### src/rtl/hs_spi_pkg.sv
// Shared types for the SPI link arbiter: FSM encoding and default timeout.
package hs_spi_pkg;

  typedef enum logic [1:0] {arbIDLE, arbLOAD, arbWAIT, arbRESP} arb_state_t;

  localparam int TMO_DEF = 255;

endpackage

### src/rtl/rr_arbiter_m.sv
// Combinational round-robin picker: first set request at/after ptr, wrapping.
module rr_arbiter_m #(
  parameter int N  = 4,
  parameter int IW = $clog2(N)
) (
  input  logic [N-1:0]  req,
  input  logic [IW-1:0] ptr,
  output logic [N-1:0]  grant,
  output logic [IW-1:0] idx,
  output logic          any
);

  // Scan from the farthest offset down so the nearest request overwrites last.
  always_comb begin
    idx = '0;
    for (int i = N - 1; i >= 0; i--) begin
      if (req[(int'(ptr) + i) % N]) idx = IW'((int'(ptr) + i) % N);
    end
  end

  assign any   = |req;
  assign grant = any ? ({{(N-1){1'b0}}, 1'b1} << idx) : '0;

endmodule

### src/rtl/hs_spi_arbiter_m.sv
// Shares one hs_spi_master_m link between N_REQ requesters; one transfer in flight,
// round-robin grant, response routed back to the granted requester, timeout on no valid.
module hs_spi_arbiter_m
  import hs_spi_pkg::*;
#(
  parameter int N_REQ = 4,
  parameter int DW    = 32,
  parameter int TMO   = TMO_DEF
) (
  input  logic                clk,
  input  logic                rst,
  input  logic [N_REQ-1:0]    req_valid,
  output logic [N_REQ-1:0]    req_ready,
  input  logic [N_REQ*DW-1:0] req_data,
  output logic [N_REQ-1:0]    rsp_valid,
  output logic [DW-1:0]       rsp_data,
  output logic                rsp_err,
  output logic                spi_load,
  input  logic                spi_ready,
  output logic [DW-1:0]       spi_data_in,
  input  logic                spi_valid,
  input  logic [DW-1:0]       spi_data_out,
  output logic                busy
);

  localparam int IW = $clog2(N_REQ);
  localparam int CW = $clog2(TMO + 1);

  arb_state_t        state_q, state_d;
  logic [IW-1:0]     gidx_q, rr_q, arb_idx;
  logic [N_REQ-1:0]  arb_grant;
  logic              arb_any;
  logic [DW-1:0]     word_q, rdata_q;
  logic              err_q;
  logic [CW-1:0]     cnt_q, cnt_nxt;
  logic              tmo_hit;

  rr_arbiter_m #(.N(N_REQ)) u_rr (
    .req   (req_valid),
    .ptr   (rr_q),
    .grant (arb_grant),
    .idx   (arb_idx),
    .any   (arb_any)
  );

  // Saturating count; timeout fires on the WAIT cycle that brings it to TMO.
  assign cnt_nxt = (cnt_q == CW'(TMO)) ? cnt_q : cnt_q + 1'b1;
  assign tmo_hit = (cnt_nxt == CW'(TMO));

  always_ff @(posedge clk) begin
    if (!rst) state_q <= arbIDLE;
    else      state_q <= state_d;
  end

  always_comb begin
    state_d = state_q;
    case (state_q)
      arbIDLE: if (arb_any) state_d = arbLOAD;
      arbLOAD: if (spi_ready) state_d = arbWAIT;
      arbWAIT: if (spi_valid || tmo_hit) state_d = arbRESP;
      arbRESP: state_d = arbIDLE;
      default: state_d = arbIDLE;
    endcase
  end

  always_ff @(posedge clk) begin
    if (!rst) begin
      gidx_q  <= '0;
      rr_q    <= '0;
      word_q  <= '0;
      rdata_q <= '0;
      err_q   <= 1'b0;
      cnt_q   <= '0;
    end else begin
      case (state_q)
        arbIDLE: if (arb_any) begin
          gidx_q <= arb_idx;
          word_q <= req_data[arb_idx*DW +: DW];
        end
        arbLOAD: if (spi_ready) cnt_q <= '0;
        arbWAIT: begin
          cnt_q <= cnt_nxt;
          if (spi_valid) begin
            rdata_q <= spi_data_out;
            err_q   <= 1'b0;
          end else if (tmo_hit) begin
            rdata_q <= '0;
            err_q   <= 1'b1;
          end
        end
        arbRESP: rr_q <= (gidx_q == IW'(N_REQ - 1)) ? '0 : gidx_q + 1'b1;
        default: ;
      endcase
    end
  end

  // req_ready is combinational on req_valid, so hold it low while reset is applied.
  assign req_ready   = (rst && state_q == arbIDLE) ? arb_grant : '0;
  assign rsp_valid   = (state_q == arbRESP) ? ({{(N_REQ-1){1'b0}}, 1'b1} << gidx_q) : '0;
  assign rsp_err     = (state_q == arbRESP) && err_q;
  assign rsp_data    = rdata_q;
  assign spi_load    = (state_q == arbLOAD);
  assign spi_data_in = word_q;
  assign busy        = (state_q != arbIDLE);

endmodule

### config.mk
export PLATFORM = sky130hd
export DESIGN_NAME = hs_spi_arbiter_m
export DESIGN_NICKNAME = d
export VERILOG_FILES = /design/src/rtl/hs_spi_pkg.sv /design/src/rtl/rr_arbiter_m.sv /design/src/rtl/hs_spi_arbiter_m.sv
export SDC_FILE = /design/constraint.sdc
export NUM_CORES = 1
export LEC_CHECK = 0
export BUFFER_PORTS_ARGS = -buffer_cell sky130_fd_sc_hd__buf_2
export CAP_MARGIN = 5
export CORE_MARGIN = 2
export CORE_UTILIZATION = 44
export DETAILED_ROUTE_END_ITERATION = 6
export PLACE_DENSITY = 0.85
export SETUP_SLACK_MARGIN = 0.2
export SYNTH_ARGS = -nofsm -noshare
export SYNTH_HDL_FRONTEND = slang
export SYNTH_HIERARCHICAL = 1
export SYNTH_SLANG_ARGS = --single-unit
export TNS_END_PERCENT = 10
### constraint.sdc
create_clock -name clk -period 6.8 [get_ports clk]
set_input_delay 1.7 -clock clk [delete_from_list [all_inputs] [get_ports clk]]
set_output_delay 1.7 -clock clk [all_outputs]
set_load 0.05 [all_outputs]
==> results.toml <==
[clock_tree]
root_buffer = "clkbuf_8"
cts_tree = "built"
clkSlewWorstSetupHoldPaths_ns = 0.08
cts-htree-levels = 3
ctsResizeCount = 0
cts_buffer_depth = 2
cts_setup_buffers = 0
insertion_delay_ns = 0.35
cts.sinks = 79
ctsHoldBuffers = 0
numCtsBuffers = 9

[synth]
ys_warn_count = 6
synth.ff_latch_count = 79
seq_area_frac_synth_pct = 37.9
synthArstFlopShare_pct = 0
synth_area_per_cell_um2 = 9.95
synth_nets = 597
syn-cell-area_um2 = 4170
synth_ff_type = "dfxtp_1"
yosysUniqueCellTypes = 47
synth_edf_count = 0
syn_inst = 419

[setup_path]
max_stage_delay_ns = 0.61
rr_endpoint = "rsp_data[28]"
cp_common_cell = "buf_2"
cp.required_ns = 5.10
reg2reg_depth = 7
cp_slowest_cell = "buf_2"
start_kind = "input pin"
crit_fanout = 54
startpoint = "rst"
reg2reg_from = "cnt_q[0]"
endpoint_kind = "primary output"
critical_path_arrival_ns = 2.88
r2r_slack_ns = 4.01
cp_cell_sequence = "buf_2 -> and3_1 -> buf_2"
crit_type = "input pin to primary output"

[timing]
setup-tns-final_ns = 0
max_clock_freq_mhz = 218
setup-violations-final = 0
tightest_slew_ns = 1.24
skew_ns = 0.0128
period_needed_ns = 4.58
timing.hold.ws_ns = 0.464
finalCritPeriodShare_pct = 67.4
grt_setup_unrepaired = "false"
slew_violations = 0
hold_viol = 0
max-slew-margin-rel_pct = 17.0

[routing]
first_pass_iters = 4
drt_iter0_markers = 123
wire_per_inst_um = 15.9
viasPerCell = 5.53
drc_errors = 0
via_count = 4190
routed_wl_um = 12100
ant_nets = 0

[finish]
mostFrequentLayoutCell = "buf_2"
syn2layout_area_growth_pct = 34.2
final_area_um2 = 5600
layout.nets = 818
drive_gt1_share_pct = 46.8
final_cell_mix = "buf_2 (242), nand2_1 (81), dfxtp_1 (79)"

[min_path]
hp-start = "spi_data_in[31]"
hold_end = "spi_data_in[31]"
min_path_type = "register to register"
hold_depth = 2

[grt]
grt_max_degree = 55
grt_use_total_pct = 23.1
grt_pass1_wl_um = 18800
grt_overflow = 0
antenna_found_initial = 2
grt_pass1_vias = 4125

[power_and_ir_drop]
p_per_area_nw_per_um2 = 333
power.leakage_uw = 0.00266
peakVddDrop_uv = 180

[placement]
port_buffers = 242
hpwl_um = 9340
place_congestion = 0.909
placed_area_um2 = 5380

[floorplanning]
dieArea_um2 = 10300
core_um2 = 9200
dieWidth_um = 101
dieHeight_um = 101
rows = 35
io_pins = 243
initial_core_util_pct = 45.3

[job]
cap_violations = 0

[run_status]
status = "complete, no violations"
[power by group]
part,switching [uW],leakage [uW],internal (uW)
registers,54.5,0.000645,551
logic,626,0.00192,259
clock network,193,0.000100,177
[through the flow]
stage | utilization [%] | setup WS [ns] | power (uW) | std cells
4_1_cts | 60.8 | 2.22 | 1870 | 756
6_report | 60.9 | 2.22 | 1860 | 758
2_1_floorplan | - | 2.51 | 1280 | 419
5_1_grt | 60.9 | 2.13 | 1980 | 758
3_5_place_dp | 58.5 | 2.22 | 1500 | 740
3_3_place_gp | 58.5 | 2.26 | 1480 | 740
[critical path, delay by kind of cell]
kind | cells | cell delay, ns
buffers and inverters | 2 | 0.87
AND/OR/NAND/NOR | 1 | 0.27
[how the worst max path moves through the flow]
| stage | to | depth (start not counted) |
|---|---|---|
| 2_1_floorplan | req_ready[2] | 3 |
| 3_3_place_gp | req_ready[2] | 3 |
| 3_5_place_dp | req_ready[0] | 3 |
| 4_1_cts | req_ready[0] | 3 |
| 5_1_grt | req_ready[3] | 3 |
| 6_report | req_ready[0] | 3 |
[routing by layer]
metal	share of wire, %	routed length [um]	vias to the layer above	global-route usage (%)
li1	-	-	1972	-
met1	38	4590	2002	25.3
met2	51	6190	172	41.3
met3	5.5	660	44	4.69
met4	5.2	622	0	13.6
met5	0	0	-	0
[synthesized netlist by cell type (3+ instances only)]
cell type | number | area, um^2
nand2_1 | 81 | 304
dfxtp_1 | 79 | 1580
a21boi_0 | 34 | 255
a22o_1 | 32 | 280
mux4_2 | 32 | 721
clkbuf_1 | 21 | 78.8
o21ai_0 | 14 | 70.1
nor2_1 | 13 | 48.8
a21oi_1 | 11 | 55.1
ha_1 | 10 | 125
inv_1 | 10 | 37.5
nand3_1 | 10 | 50.1
and2_1 | 7 | 43.8
and3_1 | 7 | 43.8
buf_6 | 5 | 56.3
nor2b_1 | 5 | 31.3
buf_2 | 4 | 20.0
mux2i_1 | 4 | 40.0
nand2b_1 | 3 | 18.8
nor3_1 | 3 | 15.0
o211a_1 | 3 | 30.0
[cell type report]
type	instances	area (um^2)
sequential	79	1580
tap	111	139
antenna	2	5.00
clock buffer	9	124
clock inverter	7	85.1
timing repair buffer	243	1220
inverter	10	37.5
multi-input combinational	297	2410
fill	781	3600
[registers in the layout (all words and copies together) (netlist names)]
signal,count
cnt_q,8
err_q,1
gidx_q,2
rr_q,2
rsp_data,32
spi_data_in,32
state_q,2
[logic make-up (layout without fill, tap and decap cells)]
family / Yosys count / after routing / share of synthesized area (%)
compound gates: 114 / 114 / 20.9
flops: 79 / 79 / 37.9
fa+ha+maj: 10 / 10 / 3.00
buf+inv: 43 / 269 / 4.98
mux: 36 / 36 / 18.2
other cells: 0 / 2 / 0
simple gates: 137 / 137 / 15.0
Note: power is estimated with default switching activity, not from simulation.
